<file path="config.mk">
export PLATFORM = sky130hd
export DESIGN_NAME = c_drain_ctrl_flat
export DESIGN_NICKNAME = d
export VERILOG_FILES = /design/src/rtl/c_drain_ctrl_if.sv /design/src/rtl/c_drain_ctrl.sv /design/src/flat_wrapper.sv
export SDC_FILE = /design/constraint.sdc
export NUM_CORES = 1
export LEC_CHECK = 0
export BUFFER_PORTS_ARGS = -buffer_cell sky130_fd_sc_hd__clkbuf_2
export CAP_MARGIN = 10
export CORE_ASPECT_RATIO = 0.7
export CORE_UTILIZATION = 54
export DETAILED_ROUTE_END_ITERATION = 10
export GPL_TIMING_DRIVEN = 0
export PLACE_DENSITY = 0.89
export SLEW_MARGIN = 20
export SYNTH_ARGS = -nofsm -noshare
export SYNTH_HDL_FRONTEND = slang
export SYNTH_SLANG_ARGS = --single-unit
</file>
<file path="constraint.sdc">
create_clock -name clock -period 3.2 [get_ports clock]
set_clock_uncertainty 0.05 [all_clocks]
set_input_delay 0.48 -clock clock [delete_from_list [all_inputs] [get_ports clock]]
set_output_delay 0.48 -clock clock [all_outputs]
set_load 0.01 [all_outputs]
</file>
<file path="src/rtl/c_drain_ctrl_if.sv">
// c_drain_ctrl_if: valid/ready word stream that carries drained C words
// toward the host/DMA side.
//
// Signals
//   valid  word valid (master -> slave)
//   data   C word     (master -> slave)
//   last   marks the final word of a drain (master -> slave)
//   ready  consumer ready (slave -> master)
//
// Modports
//   master  the drain controller
//   slave   the stream consumer
interface c_drain_ctrl_if #(
    parameter int DATA_W = 32
);
    logic              valid;
    logic [DATA_W-1:0] data;
    logic              last;
    logic              ready;

    modport master (output valid, output data, output last, input ready);
    modport slave  (input valid, input data, input last, output ready);
endinterface

</file>
<file path="src/rtl/c_drain_ctrl.sv">
// c_drain_ctrl: reads matrix C out of the C-buffer (port A, 1-cycle read
// latency) and streams it as valid/ready words. A 2-entry output FIFO plus a
// read credit absorbs RAM latency and downstream backpressure.
//
// Optional feature: define C_DRAIN_CLEAR_EN to zero-fill C[0..n-1] through
// port B after the stream has fully drained. Without it port B is tied off.
//
// Ports
//   clock     single clock for the controller and the C-buffer
//   reset     synchronous, active-high
//   start     1-cycle pulse, begins a drain from address 0 (ignored while busy)
//   len       words to drain, sampled on start; clamped to DEPTH
//   busy      high from the cycle after an accepted start until done
//   done      1-cycle completion pulse
//   c_addr_a  port A read address (registered inside the RAM)
//   c_q_a     port A read data, valid the cycle after the address
//   c_addr_b  port B address for clear writes
//   c_data_b  port B write data (always zero)
//   c_wren_b  port B write enable
//   m         stream master (valid/data/last out, ready in)
//
// state | meaning
// ------+-----------------------------------------------------------------
// IDLE  | waiting for start
// READ  | issuing port A reads while the read credit allows
// FLUSH | all reads issued, waiting for the FIFO to drain to the consumer
// CLEAR | writing zeros to C[0..n-1] via port B (C_DRAIN_CLEAR_EN only)
// DONE  | one-cycle done pulse, back to IDLE
module c_drain_ctrl #(
    parameter int ADDR_W = 8,
    parameter int DATA_W = 32,
    parameter int DEPTH  = 256
) (
    input  logic              clock,
    input  logic              reset,
    input  logic              start,
    input  logic [ADDR_W:0]   len,
    output logic              busy,
    output logic              done,
    output logic [ADDR_W-1:0] c_addr_a,
    input  logic [DATA_W-1:0] c_q_a,
    output logic [ADDR_W-1:0] c_addr_b,
    output logic [DATA_W-1:0] c_data_b,
    output logic              c_wren_b,
    c_drain_ctrl_if.master    m
);
    localparam logic [ADDR_W:0] DEPTH_C = (ADDR_W+1)'(DEPTH);
    localparam logic [ADDR_W:0] ONE     = (ADDR_W+1)'(1);

`ifdef C_DRAIN_CLEAR_EN
    typedef enum logic [2:0] {
        S_IDLE  = 3'd0,
        S_READ  = 3'd1,
        S_FLUSH = 3'd2,
        S_CLEAR = 3'd3,
        S_DONE  = 3'd4
    } state_t;
`else
    typedef enum logic [2:0] {
        S_IDLE  = 3'd0,
        S_READ  = 3'd1,
        S_FLUSH = 3'd2,
        S_DONE  = 3'd4
    } state_t;
`endif

    state_t            state;
    state_t            state_next;
    logic [ADDR_W:0]   n;
    logic [ADDR_W:0]   rd_ptr;
    logic [ADDR_W:0]   sent;
    logic [ADDR_W:0]   len_clamped;
    logic              inflight;
    logic [DATA_W-1:0] fifo_mem [2];
    logic              wr_idx;
    logic              rd_idx;
    logic [1:0]        fifo_count;
    logic [1:0]        occ;
    logic              head_valid;
    logic              pop;
    logic              credit_ok;
    logic              rd_en;
    logic              drained;
`ifdef C_DRAIN_CLEAR_EN
    logic [ADDR_W:0]   clr_ptr;
`endif

    assign len_clamped = (len > DEPTH_C) ? DEPTH_C : len;
    assign head_valid  = (fifo_count != 2'd0);
    assign pop         = head_valid && m.ready;
    assign occ         = fifo_count + {1'b0, inflight};
    // A word leaving the FIFO this cycle frees its slot at the same edge the
    // in-flight word lands, so a pop counts as credit; this keeps 1 word/cycle.
    assign credit_ok   = (occ < 2'd2) || pop;
    assign rd_en       = (state == S_READ) && (rd_ptr != n) && credit_ok;
    // Looks through this cycle's pop so done follows the last transfer directly.
    assign drained     = ((sent + {{ADDR_W{1'b0}}, pop}) == n) &&
                         (fifo_count == {1'b0, pop}) && !inflight;

    always_ff @(posedge clock) begin
        if (reset) state <= S_IDLE;
        else       state <= state_next;
    end

    always_comb begin
        state_next = state;
        case (state)
            // A zero-length drain still walks READ and FLUSH with nothing to
            // do, so its done lands where a first word would have appeared.
            S_IDLE:  if (start) state_next = S_READ;
            S_READ:  if (rd_ptr == n) state_next = S_FLUSH;
`ifdef C_DRAIN_CLEAR_EN
            S_FLUSH: if (drained) state_next = (n == '0) ? S_DONE : S_CLEAR;
            S_CLEAR: if (clr_ptr == n - ONE) state_next = S_DONE;
`else
            S_FLUSH: if (drained) state_next = S_DONE;
`endif
            S_DONE:  state_next = S_IDLE;
            default: state_next = S_IDLE;
        endcase
    end

    always_comb begin
        busy     = (state != S_IDLE) && (state != S_DONE);
        done     = (state == S_DONE);
        c_addr_a = rd_ptr[ADDR_W-1:0];
        m.valid  = head_valid;
        m.data   = fifo_mem[rd_idx];
        m.last   = head_valid && (sent == n - ONE);
        c_data_b = '0;
`ifdef C_DRAIN_CLEAR_EN
        c_wren_b = (state == S_CLEAR);
        c_addr_b = (state == S_CLEAR) ? clr_ptr[ADDR_W-1:0] : '0;
`else
        c_wren_b = 1'b0;
        c_addr_b = '0;
`endif
    end

    always_ff @(posedge clock) begin
        if (reset) begin
            n           <= '0;
            rd_ptr      <= '0;
            sent        <= '0;
            inflight    <= 1'b0;
            wr_idx      <= 1'b0;
            rd_idx      <= 1'b0;
            fifo_count  <= 2'd0;
            fifo_mem[0] <= '0;
            fifo_mem[1] <= '0;
`ifdef C_DRAIN_CLEAR_EN
            clr_ptr     <= '0;
`endif
        end else begin
            inflight <= rd_en;
            if (state == S_IDLE && start) begin
                n      <= len_clamped;
                rd_ptr <= '0;
                sent   <= '0;
            end else begin
                if (rd_en) rd_ptr <= rd_ptr + ONE;
                if (pop)   sent   <= sent + ONE;
            end
            if (inflight) begin
                fifo_mem[wr_idx] <= c_q_a;
                wr_idx           <= ~wr_idx;
            end
            if (pop) rd_idx <= ~rd_idx;
            case ({inflight, pop})
                2'b10:   fifo_count <= fifo_count + 2'd1;
                2'b01:   fifo_count <= fifo_count - 2'd1;
                default: fifo_count <= fifo_count;
            endcase
`ifdef C_DRAIN_CLEAR_EN
            if (state == S_CLEAR) clr_ptr <= clr_ptr + ONE;
            else                  clr_ptr <= '0;
`endif
        end
    end
endmodule

</file>
<file path="src/flat_wrapper.sv">
// flat-port wrapper written by rule: the top's interface ports become plain ports
module c_drain_ctrl_flat 
#(
    parameter int ADDR_W = 8,
    parameter int DATA_W = 32,
    parameter int DEPTH  = 256
)
  (clock, reset, start, len, busy, done, c_addr_a, c_q_a, c_addr_b, c_data_b, c_wren_b, m_valid, m_data, m_last, m_ready);
  c_drain_ctrl_if #(.DATA_W(DATA_W)) m_i ();
  input  logic clock;
  input  logic reset;
  input  logic start;
  input  logic [ADDR_W:0] len;
  output logic busy;
  output logic done;
  output logic [ADDR_W-1:0] c_addr_a;
  input  logic [DATA_W-1:0] c_q_a;
  output logic [ADDR_W-1:0] c_addr_b;
  output logic [DATA_W-1:0] c_data_b;
  output logic c_wren_b;
  output wire logic [$bits(m_i.valid)-1:0] m_valid;
  output wire logic [$bits(m_i.data)-1:0] m_data;
  output wire logic [$bits(m_i.last)-1:0] m_last;
  input wire logic [$bits(m_i.ready)-1:0] m_ready;
  assign m_valid = m_i.valid;
  assign m_data = m_i.data;
  assign m_last = m_i.last;
  assign m_i.ready = m_ready;
  c_drain_ctrl #(.ADDR_W(ADDR_W), .DATA_W(DATA_W), .DEPTH(DEPTH)) u_core (.clock(clock), .reset(reset), .start(start), .len(len), .busy(busy), .done(done), .c_addr_a(c_addr_a), .c_q_a(c_q_a), .c_addr_b(c_addr_b), .c_data_b(c_data_b), .c_wren_b(c_wren_b), .m(m_i));
endmodule
</file>
### Word-level counts from Yosys, hierarchy flattened

Memory sizes are Yosys's and may differ from the RTL's. A register that Yosys moved wholly into a read port is not among the register bits.
Cells that the tools add are included.

| storage, ports and cells | value |
|---|---|
| bits in writable memories | 64 |
| memories kept | 1 |
| word-level logic and storage cells | 67 |
| input bits | 45 |
| bits in registers | 35 |
| output and inout bits | 85 |

Memory list:

| name | depth | bits a word | read ports | clocked after Yosys merged registers in | wr ports | RTL line | RTL |
|---|---|---|---|---|---|---|---|
| u_core.fifo_mem | 2 | 32 | 1 | 1 | 2 | c_drain_ctrl.sv:74 | `logic [DATA_W-1:0] fifo_mem [2];` |

| operators by class | value |
|---|---|
| muxes and demuxes | 16 |
| $add $sub $neg | 7 |
| eq/ne operators | 14 |
| reductions and logical operators | 17 |
| magnitude comparators | 2 |
| bitwise gates (word level) | 2 |

Operator list:

| kind | count |
|---|---|
| two-way mux 32 bit | 1 |
| OR reduction 32 bit | 1 |
| == test 9 bit | 3 |
| adder 9 x 1 -> 9 bit, second input constant | 2 |
| adder 9 x 1 -> 9 bit | 1 |
| greater-than comparator 9 bit, second input constant | 1 |
| two-way mux 1 bit | 9 |
| two-way mux 3 bit | 3 |
| two-way mux 9 bit | 1 |
| inequality test 9 bit | 1 |
| case mux 3 bit (3 select lines) | 1 |
| subtractor 9 x 1 -> 9 bit, second input constant | 1 |
| logical AND 1 bit | 8 |
| inequality test 2 bit, second input constant | 2 |
| case mux 2 bit (2 select lines) | 1 |
| nonzero test 2 bit | 2 |
| == test 3 x 1 -> 1 bit, second input constant | 1 |
| == test 3 x 2 -> 1 bit, second input constant | 1 |
| == test 3 bit, second input constant | 1 |
| logical NOT 3 bit | 1 |
| inequality test 3 bit, second input constant | 1 |
| AND reduction 3 bit | 1 |
| nonzero test 3 bit | 1 |
| adder 2 x 1 -> 2 bit | 1 |
| other kinds (11) | 12 |

### Logic depth before layout (Yosys ltp)

| depth | value |
|---|---|
| depth in word-level cells | 8 |
| depth in mapped cells | 9 |

### Worst setup path before layout

No wires, ideal clock.

| path | value |
|---|---|
| kind | register to register |
| start | register u_core.fifo_count[0] |
| end | register u_core.state[1] |
| setup slack | 0.525 ns |
| setup time | 0.128 ns |
| buffers on the path | 0 |
| data required time | 3.022 ns |
| cell stages (with the launch flop) | 10 |
| arrival | 2.498 ns |
| clock period less this slack | 2.675 ns |
| cell sequence | dfxtp_1 o21ai_0 clkinv_1 ha_1 ha_1 xor2_1 a2111oi_0 o2111ai_1 nor4b_1 o21ai_0 |

| on the way | value |
|---|---|
| word-level cells in the longest chain between the ends | 8 |
| elaborated cells on any way between the ends | 9 |

RTL lines:

| what | RTL line | RTL |
|---|---|---|
| from (decl) | c_drain_ctrl.sv:77 | `logic [1:0] fifo_count;` |
| from (signal assigned) | c_drain_ctrl.sv:170 | `2'b10: fifo_count <= fifo_count + 2'd1;` |
| from (signal assigned) | c_drain_ctrl.sv:171 | `2'b01: fifo_count <= fifo_count - 2'd1;` |
| from (signal assigned) | c_drain_ctrl.sv:172 | `default: fifo_count <= fifo_count;` |
| nonzero test 2 bit | c_drain_ctrl.sv:89 | `assign head_valid = (fifo_count != 2'd0);` |
| logical AND 1 bit | c_drain_ctrl.sv:90 | `assign pop = head_valid && m.ready;` |
| adder 9 x 1 -> 9 bit | c_drain_ctrl.sv:97 | `assign drained = ((sent + {{ADDR_W{1'b0}}, pop}) == n) &&` |
| == test 9 bit | c_drain_ctrl.sv:97 |  |
| logical AND 1 bit * | c_drain_ctrl.sv:97 |  |
| logical AND 1 bit * | c_drain_ctrl.sv:98 | `(fifo_count == {1'b0, pop}) && !inflight;` |
| inequality test 2 x 1 -> 1 bit (no line) * | -- |  |
| AND reduction 3 bit (no line) * | -- |  |
| to (signal assigned) | c_drain_ctrl.sv:102 | `else state <= state_next;` |
| to (decl) | c_drain_ctrl.sv:67 | `state_t state;` |

Every way passes the cells marked *; elsewhere a longest branch is shown, timed or not.
A chain may end at the register's enable or synchronous reset.

### Worst setup path after layout

Same ends and word-level chain as after synthesis.

==> impl_metrics.csv <==
group,metric,value,unit
setup_path,crit_end,"u_core.state[1]$_SDFFE_PP0P_",
drt,highest_layer,"met4",
setup_path,cp_cell_sequence,"o21ai_2 -> clkinv_2 -> ha_1 -> ha_1 -> xor2_1 -> a2111oi_1 -> o2111ai_1 -> nor4b_2 -> o21ai_0",
floorplan,die_w,120,um
sta,grt_setup_unrepaired,"false",
final_layout,area.sequential,0.00264,mm2
pwr,p_total,3.09,mW
setup_path,r2r-end,"u_core.state[1]$_SDFFE_PP0P_",
floorplan,start_util,56.8,%
setup_path,crit_fanout,7,
synth,synth_area_leader_cell,"edfxtp_1",
sta,fin_ws,0.279,ns
setup_path,cpPeakStageDelay,0.47,ns
setup_path,cp_top_family,"compound AO/OA/AOI/OAI gates",
place,dp_hpwl,8.10,mm
floorplan,io_pins,130,
drt,totalWireLength,10.9,mm
setup_path,cp.required,3.36,ns
synth,synth-seq-cells,100,
setup_path,reg2reg_from,"u_core.fifo_count[0]$_SDFFE_PP0P_",
setup_path,endpoint_kind,"flop",
place,dpl_cell_area,0.00600,mm2
final_layout,drive_above_1_share,33.1,%
cts,clock_path_buffers,2,
job,maxCapViolCount,0,
final_layout,fin_cells,749,
synth,synth.yosys.seq_area_share,50.3,%
sta,finalMaxSlewViolations,0,
place,pre_cts_ws,-0.399,ns
setup_path,crit_cells,9,
synth,synth_area_per_cell,10.9,um2
cts,clkTransAtPathRegs,0.07,ns
drt,viasPerCell,5.11,
hold_path,holdCritStartpoint,"len[0]",
setup_path,reg2reg_depth,9,
sta,tns,0,ns
global_route,grt_max_degree,33,
place,portBuffers,87,
sta,fin_crit_sh,91.3,%
cts,h-tree-depth,3,
cts,clock-root-buffer,"clkbuf_16",
place,dp_cells,733,
global_route,grtUsageTotal,22.1,%
place,gp_congestion,0.837,
cts,holdBufCountCts,0,
setup_path,start_kind,"flop",
synth,netlist_instances,482,
floorplan,dieArea,0.0101,mm2
drt,wl_met3,544,um
sta,maxSlewHeadroom,46.0,%
synth,synth-main-ff-cell,"edfxtp_1",
synth,synth-edff-count,64,
setup_path,crit_path_start,"u_core.fifo_count[0]$_SDFFE_PP0P_",
drt,wl_met1,4.94,mm
final_layout,antenna_cells,0,
final_layout,final_area,0.00629,mm2
floorplan,core_area,0.00925,mm2
drt,drtAntennaViolNets,0,
hold_path,min_path_type,"in -> reg",
synth,netlist_area,0.00526,mm2
setup_path,path_class,"reg -> reg",
global_route,grt_pass1_wl,17.4,mm
pwr,power_density,491,mW/mm2
final_layout,n_fill_cell,679,
pwr,vdd_drop_max,0.000321,V
final_layout,area_growth,19.8,%
synth,ys_warn_count,0,
cts,clock_latency,0.34,ns
drt,post_drt_wl_per_cell,14.6,um
sta,fmax,342,MHz
drt,drt_iter0_drc,162,
cts,numClockSinks,100,
drt,firstDrtPassIters,4,
floorplan,fp.dieH,84.5,um
sta,finalCriticalPeriod,2.92,ns
global_route,grt_pass1_vias,3710,
synth,synth_area_leaders,"edfxtp_1 37%, dfxtp_1 14%, and2_1 7.9%, buf_4 7.1%, mux2_2 6.9%",
synth,synthArstFlopShare,0,%
sta,worst_pin_slew,0.804,ns
synth,synth.distinct_cells,56,
sta,setup_viol,0,
floorplan,rows,29,
drt,vias,3828,
cts,cts_tree,"built",
setup_path,rrSetupSlack,0.28,ns
setup_path,critPathBufInv,1,
setup_path,slowest_stage,"nor4b_2",
setup_path,crit_arrival,3.08,ns
synth,synth_top_area_share,36.6,%
final_layout,final_nets,671,
setup_path,cpMostUsedCell,"ha_1",
drt,drc,0,
final_layout,multi_input_area,0.00225,mm2
global_route,gr-total-overflow,0,
sta,hold_violations,0,
global_route,antenna_found_initial,0,
status,status,"complete, no violations",
drt,wl_met2,5.32,mm
cts,cts_inserted_buffers,9,
pwr,p_leak,2.65,nW
registers in the layout, summed over array words and instances, names as in the netlist, named ones only:
name	flops
u_core.fifo_mem	64
u_core.n	9
u_core.rd_ptr	9
u_core.sent	9
u_core.state	3
u_core.fifo_count	2
u_core.inflight	1
u_core.rd_idx	1
u_core.wr_idx	1
metrics by stage:
stage,util [%],hold WS (ns)
2_1_floorplan,-,0.421
3_3_place_gp,64.8,0.435
3_5_place_dp,64.8,0.453
4_1_cts,68.0,0.303
5_1_grt,68.0,0.317
6_report,68.0,0.310
cell families after synthesis:
family                     count (synthesis)  synth area share, %
and+or+nand+nor                          166                 18.1
DFF                                      100                 50.3
buffers and inverters                     83                 9.90
AOI/OAI and AO/OA                         60                 7.71
xor gates and xnor gates                  34                 5.67
muxes                                     32                 6.86
adders and majority gates                  6                 1.43
other                                      1               0.0714
cell type report:
type / instances / area share, %
inverters: 12 / 0.736
repair buffers: 87 / 6.92
plain buffers: 71 / 7.55
flip-flops and latches: 100 / 42.0
multi-input cells: 339 / 35.8
clock buffers: 9 / 3.58
well taps: 124 / 2.47
clock inverters: 7 / 0.934
layer usage:
layer / track usage, % / up-vias
li1: - / 1877
met1: 29.4 / 1831
met2: 36.5 / 107
met3: 4.76 / 13
met4: 6.14 / 0
met5: 0 / -
worst reg2reg max path, stage by stage (launching register included):
cell,delay (ns)
dfxtp_1,0.38
o21ai_2,0.26
clkinv_2,0.19
ha_1,0.24
ha_1,0.28
xor2_1,0.14
a2111oi_1,0.43
o2111ai_1,0.20
nor4b_2,0.47
o21ai_0,0.14
cells in the final DEF (no fill, tap or decap), drive strengths merged, types with 3 or more instances in the layout:
cell and n:
a22o 5, nand2 23, nor3 7, xnor2 23, or3 10, buf 60, a21oi 13, a211oi 3
nand4 4, mux2 32, xor2 11, and2 66, nor2 20, nor4 6, conb 41, inv 14
ha 6, nor4b 3, clkinvlp 4, clkbuf 107, nand3 9, dfxtp 36, o21ai 22, edfxtp 64
or2 4
Yosys cell counts (7+ instances only):
| library cell | number |
|---|---|
| and2_1 | 66 |
| edfxtp_1 | 64 |
| buf_4 | 50 |
| dfxtp_1 | 36 |
| mux2_2 | 32 |
| xnor2_1 | 23 |
| nand2_1 | 22 |
| o21ai_0 | 21 |
| nor2_1 | 20 |
| a21oi_1 | 13 |
| clkbuf_1 | 11 |
| inv_1 | 11 |
| xor2_1 | 11 |
| or3_1 | 10 |
| nand3_1 | 9 |
| nor3_1 | 7 |
power breakdown:
part           total (mW)  leakage, nW  switching (mW)  internal (mW)
clock                1.03        0.127           0.491          0.538
sequential           1.49        0.954          0.0429           1.44
combinational       0.573         1.57           0.308          0.265
how the worst min path moves through the flow:
stage / cells past startpoint / slack [ns] / end
6_report: 3 / 0.31 / u_core.n[0]$_SDFFE_PP0P_
5_1_grt: 2 / 0.32 / u_core.n[2]$_SDFFE_PP0P_
4_1_cts: 3 / 0.30 / u_core.n[0]$_SDFFE_PP0P_
3_5_place_dp: 2 / 0.45 / flop
3_3_place_gp: 2 / 0.43 / u_core.rd_ptr[8]$_SDFFE_PP0P_
2_1_floorplan: 2 / 0.42 / u_core.rd_ptr[8]$_SDFFE_PP0P_
repair_timing:
item | CTS | global route
resized for setup | 3 | 2
setup buffers | 0 | 0
setup endpoints to repair | 2 | 2
gates cloned | 0 | 0
Note: power is estimated with default switching activity, not from simulation.
